**src/rtl/types_pkg.sv**
```systemverilog
// types_pkg: shared enums and default timing constants for the pipeline controller.
package types_pkg;
  localparam int MUL_CYC_DEF = 4;
  localparam int DRAIN_CYC_DEF = 2;
  typedef enum logic [1:0] {FWD_RF = 2'd0, FWD_S2 = 2'd1, FWD_S3 = 2'd2} fwd_sel_e;
  typedef enum logic [1:0] {RUN, MULBUSY, DRAIN, HALTED} pctrl_state_e;
endpackage

```
**src/rtl/fwd_unit.sv**
```systemverilog
// fwd_unit: operand forwarding select and load-use hazard detect.
module fwd_unit
  import types_pkg::*;
(
  input  logic       s1_valid,
  input  logic [3:0] s1_rs1,
  input  logic [3:0] s1_rs2,
  input  logic [3:0] s2_rd,
  input  logic       s2_reg_wr,
  input  logic       s2_is_load,
  input  logic [3:0] s3_rd,
  input  logic       s3_reg_wr,
  output logic [1:0] fwd_a,
  output logic [1:0] fwd_b,
  output logic       load_use
);
  logic s2_alu;
  always_comb begin
    s2_alu = s2_reg_wr && !s2_is_load;
    fwd_a = (s2_alu && s2_rd == s1_rs1) ? FWD_S2 : (s3_reg_wr && s3_rd == s1_rs1) ? FWD_S3 : FWD_RF;
    fwd_b = (s2_alu && s2_rd == s1_rs2) ? FWD_S2 : (s3_reg_wr && s3_rd == s1_rs2) ? FWD_S3 : FWD_RF;
    load_use = s1_valid && s2_is_load && s2_reg_wr && (s2_rd == s1_rs1 || s2_rd == s1_rs2);
  end
endmodule

```
**src/rtl/pipe_ctrl.sv**
```systemverilog
// pipe_ctrl: stall/flush/halt control FSM with forwarding and issue counter.
module pipe_ctrl
  import types_pkg::*;
#(
  parameter int MUL_CYC = MUL_CYC_DEF,
  parameter int DRAIN_CYC = DRAIN_CYC_DEF
) (
  input  logic        clk,
  input  logic        rst,
  input  logic        s1_valid,
  input  logic [3:0]  s1_rs1,
  input  logic [3:0]  s1_rs2,
  input  logic        s1_is_mul,
  input  logic        s1_is_halt,
  input  logic [3:0]  s2_rd,
  input  logic        s2_reg_wr,
  input  logic        s2_is_load,
  input  logic [3:0]  s3_rd,
  input  logic        s3_reg_wr,
  input  logic        branch_taken,
  output logic [1:0]  fwd_a,
  output logic [1:0]  fwd_b,
  output logic        stall,
  output logic        flush,
  output logic        halt_sys,
  output logic [15:0] instr_count
);
  pctrl_state_e state_q, state_d;
  logic [3:0] cnt_q, cnt_d;
  logic [15:0] count_q, count_d;
  logic load_use;
  fwd_unit u_fwd (
    .s1_valid(s1_valid), .s1_rs1(s1_rs1), .s1_rs2(s1_rs2),
    .s2_rd(s2_rd), .s2_reg_wr(s2_reg_wr), .s2_is_load(s2_is_load),
    .s3_rd(s3_rd), .s3_reg_wr(s3_reg_wr),
    .fwd_a(fwd_a), .fwd_b(fwd_b), .load_use(load_use)
  );
  always_comb begin
    state_d = state_q;
    cnt_d = cnt_q;
    stall = 1'b0;
    flush = 1'b0;
    if (state_q == RUN) begin
      if (branch_taken) flush = 1'b1;
      else if (s1_valid && s1_is_halt) begin
        stall = 1'b1;
        cnt_d = 4'(DRAIN_CYC);
        state_d = DRAIN;
      end else if (s1_valid && s1_is_mul) begin
        cnt_d = 4'(MUL_CYC - 1);
        state_d = MULBUSY;
      end else if (load_use) stall = 1'b1;
    end else begin
      stall = 1'b1;
      if (state_q != HALTED) begin
        cnt_d = cnt_q - 4'd1;
        if (cnt_q == 4'd1) state_d = (state_q == MULBUSY) ? RUN : HALTED;
      end
    end
    // Reset masks control outputs so nothing stale escapes while rst is held.
    stall = stall && !rst;
    flush = flush && !rst;
    count_d = (state_q == RUN && s1_valid && !stall && !flush && count_q != 16'hFFFF) ? count_q + 16'd1 : count_q;
  end
  always_ff @(posedge clk) begin
    if (rst) begin
      state_q <= RUN;
      cnt_q <= '0;
      count_q <= '0;
    end else begin
      state_q <= state_d;
      cnt_q <= cnt_d;
      count_q <= count_d;
    end
  end
  assign halt_sys = (state_q == HALTED);
  assign instr_count = count_q;
endmodule
```
**config.mk**
```make
export PLATFORM = sky130hd
export DESIGN_NAME = pipe_ctrl
export DESIGN_NICKNAME = d
export VERILOG_FILES = /design/src/rtl/types_pkg.sv /design/src/rtl/fwd_unit.sv /design/src/rtl/pipe_ctrl.sv
export SDC_FILE = /design/constraint.sdc
export NUM_CORES = 1
export LEC_CHECK = 0
export CORE_MARGIN = 1.5
export CORE_UTILIZATION = 49
export CTS_BUF_LIST = sky130_fd_sc_hd__clkbuf_8
export DETAILED_ROUTE_END_ITERATION = 16
export GPL_ROUTABILITY_DRIVEN = 0
export PLACE_DENSITY = 0.91
export SYNTH_ARGS = -nofsm -noshare
export SYNTH_HDL_FRONTEND = slang
export SYNTH_SLANG_ARGS = --single-unit
export TNS_END_PERCENT = 1
```
**constraint.sdc**
```tcl
create_clock -name clk -period 2.36 [get_ports clk]
set_input_delay 0.472 -clock clk [delete_from_list [all_inputs] [get_ports clk]]
set_output_delay 0.472 -clock clk [all_outputs]
set_load 0.02 [all_outputs]
```
## Yosys cells after proc, flatten, opt, wreduce, memory -nomap -nowiden

Index checks and enable logic that the tools add are counted.

- Flip-flop bits (word level): 22
- Input bits: 25
- Logic and storage cells: 65

- Add/sub/neg operators: 2
- Eq/ne operators: 11
- Mux-type cells: 23
- Reductions and logical operators: 26

Operators with widths:

| kind | number |
|---|---|
| 2-bit 2-to-1 mux | 11 |
| 4-bit 2-to-1 mux | 5 |
| 16-bit by 1-bit adder with 16-bit output (second input constant) | 1 |
| 4-bit == test | 4 |
| 1-bit logical AND | 16 |
| 16-bit inequality test (second input constant) | 1 |
| 1-bit 2-to-1 mux | 7 |
| 4-bit by 1-bit == test with 1-bit output (second input constant) | 1 |
| 1-bit logical NOT | 4 |
| 2-bit inequality test (second input constant) | 2 |
| 4-bit AND reduction | 1 |
| 2-bit nonzero test | 2 |
| 4-bit by 1-bit subtractor with 4-bit output (second input constant) | 1 |
| 3-bit by 1-bit inequality test with 1-bit output (second input constant) | 1 |
| 3-bit AND reduction | 1 |
| 2-bit by 1-bit == test with 1-bit output (second input constant) | 1 |
| 2-bit == test (second input constant) | 1 |
| 2-bit logical NOT | 1 |
| 1-bit logical OR | 1 |

## Longest topological paths before layout

Gate-level depths: netlist (run 1).

- Depth in word-level cells: 13
- Depth in mapped cells: 9
- Gate-level depth less buffers: 6

## Hierarchy

A second synthesis (run 1) with hierarchy kept.

- Cell total of the unflattened synthesis: 188
- Area, all modules: 1525.2 um2

Modules (own cells, without submodules):

| module | instances | cells each | area an instance (um2) | seq. area each (um2) |
|---|---|---|---|---|
| pipe_ctrl | 1 | 161 | 1316.3 | 440.4 |
| fwd_unit | 1 | 27 | 209.0 | 0.0 |

## Worst setup path before layout (run 1)

Ideal clock, no wire load.

- Path kind: register to register
- From: reg count_q[0], in the netlist instr_count[0]
- To: reg count_q[3], in the netlist instr_count[3]
- Setup time: 0.070 ns
- Arrival: 1.998 ns
- Required time: 2.290 ns
- Path slack: 0.292 ns
- Stages on the path, launching flop included: 10
- Path buffers: 3
- Clock period less this slack: 2.068 ns
- Cell sequence: dfxtp_1 -> ha_1 -> nand2_1 -> nor3_1 -> and4_1 -> buf_4 -> buf_6 -> clkbuf_1 -> o31ai_1 -> a21oi_1

- Cells in the longest elaborated chain, start to end: 2
- Elaborated cells on any way between the ends: 3

RTL lines:

| item | RTL line | text |
|---|---|---|
| start, declared | pipe_ctrl.sv:30 | `logic [15:0] count_q, count_d;` |
| start signal, assigned | pipe_ctrl.sv:73 | `count_q <= count_d;` |
| parallel branches: the longest is 2 deep, another holds 16-bit by 1-bit adder with 16-bit output | n/a |  |

Several ways; the timed one is not identified.
A chain may end at the register's enable or synchronous reset.

## Worst setup path after layout (run 1)

- From: in s1_rs1[2]
- To: out stall

- Cells in the longest elaborated chain, start to end: 9

RTL lines:

| item | RTL line | text |
|---|---|---|
| start, declared | pipe_ctrl.sv:11 | `input logic [3:0] s1_rs1,` |
| 4-bit == test | fwd_unit.sv:22 | `load_use = s1_valid && s2_is_load && s2_reg_wr && (s2_rd == s1_rs1 \|\| s2_rd == s1_rs2);` |
| 1-bit logical OR | fwd_unit.sv:22 |  |
| 1-bit logical AND | fwd_unit.sv:22 |  |
| 1-bit 2-to-1 mux | pipe_ctrl.sv:52 | `end else if (load_use) stall = 1'b1;` |
| 1-bit 2-to-1 mux | pipe_ctrl.sv:49 | `end else if (s1_valid && s1_is_mul) begin` |
| 1-bit 2-to-1 mux | pipe_ctrl.sv:45 | `else if (s1_valid && s1_is_halt) begin` |
| 1-bit 2-to-1 mux | pipe_ctrl.sv:44 | `if (branch_taken) flush = 1'b1;` |
| 1-bit 2-to-1 mux | pipe_ctrl.sv:43 | `if (state_q == RUN) begin` |
| 1-bit logical AND | pipe_ctrl.sv:61 | `stall = stall && !rst;` |
| end, declared | pipe_ctrl.sv:23 | `output logic stall,` |

No other way between the ends.

==> flow_summary_export.csv, run 1 <==
group,metric,value,unit
placed_design,placed_cell_area,2231,um^2
setup_path,ff2ff_path_depth,7,
timing,fin_crit_sh,98.25,%
power,total_power,926.2,uW
logic_synthesis,synth_area,1588,um^2
routing,vias,1679,
floorplanning,num_rows,20,
setup_path,crit_path_end_kind,"output port",
timing,worst_pin_slew,0.5385,ns
timing,hold_violations,0,
global_route,grt_usage,23.87,%
timing,timing.fmax,0.4313,GHz
power,p_leak,0.8236,nW
routing,vias_per_cell,5.615,
logic_synthesis,postSynthCellCount,191,
layout,fin_area,2280,um^2
logic_synthesis,synth.distinct_cells,49,
floorplanning,die_w,59.93,um
logic_synthesis,synth.top_cells.by_area,"dfxtp_1 (28%), xnor2_1 (6.1%), a21oi_1 (4.7%)",
floorplanning,design.core.area,3078,um^2
routing,detail-route-antenna-nets,0,
timing,slew_headroom,64.10,%
flow_run,maxCapViolCount,0,
layout,utilization,74.07,%
logic_synthesis,yosysSeqAreaShare,27.74,%
clocking,root_buffer,"clkbuf_8",
logic_synthesis,yosysWarnings,0,
floorplanning,die_area,3591,um^2
worst_hold_path,hold_depth,2,
global_route,grt_pass1_wl,6637,um
timing,slew_viol_final,0,
setup_path,start_kind,"primary input",
global_route,grt_pass1_vias,1465,
layout,fillers,230,
logic_synthesis,synth_edf_count,0,
routing,drc,0,
floorplanning,initial_core_util,51.59,%
timing,fin_crit,2.319,ns
setup_path,critical_path_class,"in2out",
routing,wl_per_cell,14.16,um
power,irDropWorstVdd,0.0001810,V
clocking,clock_sinks,22,
routing,routed_wl,4234,um
clocking,cts_buffers,3,
routing,drt_pass1_iterations,4,
run_status,status,"complete, no violations",
layout,multi_input_area,1072,um^2
timing,skew,0.001412,ns
logic_synthesis,synth.most_common_cell,"dfxtp_1",
layout,nNetsFinal,284,
logic_synthesis,synth_top_area_cell,"dfxtp_1",
setup_path,critPathMaxFanout,2,
layout,area_delta_synth_final,43.58,%
power,power_density,406.3,nW/um^2
setup_path,required,1.89,ns
logic_synthesis,postSynth.asyncResetShare,0,%
layout,final-seq-area,440.4,um^2
floorplanning,io_pins,48,
floorplanning,fp.dieH,59.93,um
global_route,grt_max_degree,22,
clocking,htreeDepth,1,
clocking,cts_hold_buffers,0,
layout,n_antenna_cell,0,
logic_synthesis,synth-seq-cells,22,
worst_hold_path,min_path_type,"reg2reg",
routing,drt_iter0_drc,90,
logic_synthesis,synth_fp_nets,219,
setup_path,critPathArrivalTime,1.85,ns
placed_design,dp_hpwl,3149,um
logic_synthesis,avgSynthCellArea,8.313,um^2
layout,drive_above_1_share,18.04,%
timing,setup_violations,0,
clocking,clockBufferDepth,2,
logic_synthesis,synth.top_cells.by_count,"dfxtp_1 (22), nor2_1 (18), a21oi_1 (15)",
logic_synthesis,synth_top_area_share,27.74,%
logic_synthesis,ys.flop_type,"dfxtp_1",
timing,rsz0062_at_grt,"yes",
global_route,gr-total-overflow,0,
global_route,antenna_found_initial,0,
clocking,clk_latency,0.26,ns
clocking,cts_tree,"yes",
clocking,cts.reportedPaths.clkPinSlew,0.08,ns
placed_design,port_buffers,47,
-- worst paths after layout --
kind	from	endpoint	slack, ns
worst max register to register	instr_count[0]$_SDFFE_PP0P_	instr_count[3]$_SDFFE_PP0P_	0.23
worst min-delay path	instr_count[10]$_SDFFE_PP0P_	instr_count[10]$_SDFFE_PP0P_	0.50
worst max-delay path	s1_rs1[2]	stall	0.04
worst min register to register	instr_count[10]$_SDFFE_PP0P_	instr_count[10]$_SDFFE_PP0P_	0.50
-- metrics by stage --
step	setup slack (ns)	cells	TNS, ns	hold WS, ns
3_5_place_dp	-0.4501	295	-6.580	0.4897
4_1_cts	-0.04219	299	-0.04219	0.5029
6_report	0.04122	299	0	0.5035
2_1_floorplan	0.2915	191	0	0.5149
5_1_grt	-0.04567	299	-0.04567	0.5464
3_3_place_gp	-0.3956	295	-6.070	0.4859
-- cell families (layout without fill, tap and decap cells) --
family	after synthesis	in the layout	synth area share, %
AOI/OAI and AO/OA	45	45	20.73
buffers and inverters	16	80	5.910
xor gates and xnor gates	17	17	9.377
and+or+nand+nor	81	81	29.08
DFF	22	22	27.74
muxes	7	7	4.807
adders and majority gates	3	3	2.364
-- cell type report --
| type | count | share of cell area (%) |
|---|---|---|
| sequential | 22 | 19.32 |
| clock buffer | 4 | 2.415 |
| multi-input combinational | 153 | 47.04 |
| timing repair buffer | 71 | 27.99 |
| tap | 44 | 2.415 |
| inverter | 5 | 0.8233 |
-- registers in the layout (all words and copies together) (netlist names) --
name	cells
state_q	2
instr_count	16
cnt_q	4
-- metal layers --
metal  GRT usage, %  part of all wire (%)
met3          4.113                   4.3
met4          3.492                   1.2
met5              0                     0
met2          42.24                    52
met1          30.78                    43
-- critical path, stage by stage --
cell and delay [ns]:
clkdlybuf4s50_1 0.51, xnor2_1 0.14, nand4_1 0.14, a21boi_1 0.18
o21ai_0 0.09, a21oi_1 0.15, buf_4 0.15
-- power by group --
| part | total (mW) | internal (mW) | switching [mW] |
|---|---|---|---|
| clock | 0.266 | 0.149 | 0.118 |
| combinational | 0.263 | 0.138 | 0.126 |
| sequential | 0.397 | 0.383 | 0.0138 |
| total | 0.926 | 0.669 | 0.257 |
-- what timing repair did --
action                     4_1_cts  5_1_grt
pin swaps                        1        3
resized for setup               23        6
setup endpoints to repair       16        7
buffers inserted                 0        0
-- cell usage in the layout (no fill, tap or decap), types with 2 or more instances in the layout --
| cell type | Yosys | final |
|---|---|---|
| clkdlybuf4s50_1 | 0 | 40 |
| buf_4 | 1 | 24 |
| dfxtp_1 | 22 | 22 |
| nor2_1 | 18 | 17 |
| a21oi_1 | 15 | 14 |
| nand2_1 | 14 | 14 |
| xnor2_1 | 11 | 11 |
| or4_1 | 8 | 8 |
| nand3_1 | 7 | 7 |
| o31ai_1 | 7 | 7 |
| xor2_1 | 6 | 6 |
| nor3_1 | 7 | 6 |
| nor2b_1 | 6 | 6 |
| inv_1 | 5 | 4 |
| mux2_1 | 4 | 4 |
| clkbuf_8 | 0 | 4 |
| buf_2 | 0 | 4 |
| and2_1 | 3 | 3 |
| nand4_1 | 3 | 3 |
| o21ai_0 | 3 | 3 |
| a221oi_1 | 3 | 3 |
| a211oi_1 | 3 | 3 |
| o21ai_1 | 3 | 3 |
| ha_1 | 3 | 3 |
| and3_1 | 2 | 2 |
| mux2i_1 | 2 | 2 |
| a211oi_4 | 1 | 2 |
| and4_1 | 2 | 2 |
| o41ai_1 | 2 | 2 |
| dlygate4sd2_1 | 0 | 2 |
Note: power is estimated with default switching activity, not from simulation.
==> inputs of run 2 (changes only) <==
MAX_ROUTING_LAYER = met4   (was default)
==> run 2 against run 1 <==
Fmax barely moved; sequential cell count stayed put; first-iteration DRC count decreased by 18%; power increased by 0.11%; utilization unchanged; clock skew increased by 0.00085 ns; critical endpoint unchanged; worst hold slack is essentially flat; routed wire length shrank 0.64%.
==> flow_summary_export.csv, run 2 (synthesized netlist as in run 1, its figures left out) <==
group,metric,value,unit
run_status,status,"complete, no violations",
timing,hold_violations,0,
floorplanning,design.core.area,3078,um^2
clocking,cts_buffers,3,
clocking,cts_tree,"yes",
timing,slew_viol_final,0,
layout,fin_area,2280,um^2
setup_path,critPathArrivalTime,1.85,ns
timing,worst_pin_slew,0.5364,ns
routing,drt_pass1_iterations,4,
global_route,globalRouteMet3Util,3.896,%
timing,skew,0.002261,ns
layout,largest_reg_flops,16,
setup_path,ff2ff_path_depth,6,
clocking,htreeDepth,1,
global_route,grt_usage,24.56,%
global_route,busiest_layer,"met2",
floorplanning,fp.dieH,59.93,um
layout,drive_above_1_share,18.04,%
clocking,clk_latency,0.26,ns
clocking,clockBufferDepth,2,
layout,n_antenna_cell,0,
power,irDropWorstVdd,0.0001823,V
setup_path,crit_path_end_kind,"output port",
worst_hold_path,hold_depth,2,
global_route,grt_max_degree,22,
global_route,grt_pass1_vias,1466,
floorplanning,num_rows,20,
layout,utilization,74.07,%
global_route,gr-total-overflow,0,
global_route,antenna_found_initial,0,
placed_design,placed_cell_area,2231,um^2
timing,slew_headroom,64.24,%
setup_path,critPathMaxFanout,2,
layout,fillers,230,
placed_design,port_buffers,47,
global_route,grt_pass1_wl,6644,um
clocking,cts.reportedPaths.clkPinSlew,0.08,ns
floorplanning,initial_core_util,51.59,%
routing,detail-route-antenna-nets,0,
layout,nNetsFinal,284,
clocking,cts_hold_buffers,0,
placed_design,dp_hpwl,3149,um
timing,rsz0062_at_grt,"yes",
layout,area_delta_synth_final,43.58,%
layout,final_cell_mix,"clkdlybuf4s50_1 (40), buf_4 (24), dfxtp_1 (22), nor2_1 (17)",
clocking,post-cts-setup-buffers,0,
timing,setup_violations,0,
worst_hold_path,min_path_type,"reg2reg",
power,power_density,406.8,nW/um^2
floorplanning,io_pins,48,
setup_path,start_kind,"primary input",
setup_path,critical_path_class,"in2out",
floorplanning,die_w,59.93,um
timing,fin_crit_sh,98.32,%
routing,wl_per_cell,14.07,um
global_route,met1_usage,30.91,%
setup_path,required,1.89,ns
clocking,clock_sinks,22,
global_route,grt_use_met2,42.24,%
routing,vias_per_cell,5.639,
power,p_leak,0.8236,nW
routing,vias,1686,
floorplanning,die_area,3591,um^2
timing,hold_ws,0.5036,ns
timing,fin_crit,2.320,ns
flow_run,maxCapViolCount,0,
layout,layout_commonest_cell,"clkdlybuf4s50_1",
routing,drt_iter0_drc,74,
timing,tns,0,ns
routing,drc,0,
timing,timing.fmax,0.4310,GHz
routing,routed_wl,4207,um
clocking,root_buffer,"clkbuf_8",
==> run 2: worst max-delay path: stages <==
cell	delay, ns
clkdlybuf4s50_1	0.51
xnor2_1	0.14
nand4_1	0.15
a21boi_1	0.18
o21ai_0	0.09
a21oi_1	0.15
buf_4	0.15
==> run 2: path summary, 6_finish.rpt <==
check / from / endpoint / slack (ns)
hold reg to reg: instr_count[10]$_SDFFE_PP0P_ / instr_count[10]$_SDFFE_PP0P_ / 0.50
setup / recovery: s1_rs1[2] / stall / 0.04
hold / removal: instr_count[10]$_SDFFE_PP0P_ / instr_count[10]$_SDFFE_PP0P_ / 0.50
setup reg to reg: instr_count[8]$_SDFFE_PP0P_ / instr_count[3]$_SDFFE_PP0P_ / 0.22
==> run 2: report_power, final <==
| part | internal (mW) | total (mW) | switching, mW |
|---|---|---|---|
| combinational | 0.138 | 0.263 | 0.125 |
| clock | 0.149 | 0.268 | 0.119 |
| sequential | 0.383 | 0.397 | 0.0137 |
==> run 2: area by class of cell <==
cell class,instances,area (um^2),share of cell area [%]
tap,44,55.05,2.415
timing repair buffer,71,638.1,27.99
multi-input combinational,153,1072,47.04
sequential,22,440.4,19.32
inverter,5,18.77,0.8233
clock buffer,4,55.05,2.415
==> run 2: what timing repair did <==
item                                    in CTS  in global routing
endpoints found under the setup margin      16                  7
pin swaps                                    1                  3
resized for setup                           23                  6
cloned                                       0                  0
==> run 2: metrics by stage <==
step                power [mW]  instances  worst slack [ns]
finish                  0.9273        299           0.03961
global route            0.9688        299          -0.04567
global placement        0.6541        295           -0.3956
CTS                     0.9249        299          -0.04219
floorplan               0.5487        191            0.2915
detailed placement      0.6652        295           -0.4501
==> run 2: per-layer routing <==
| layer | vias to the layer above | routed length, um |
|---|---|---|
| li1 | 834 | - |
| met1 | 770 | 1805 |
| met2 | 72 | 2163 |
| met3 | 10 | 179 |
| met4 | 0 | 59 |
| met5 | - | 0 |
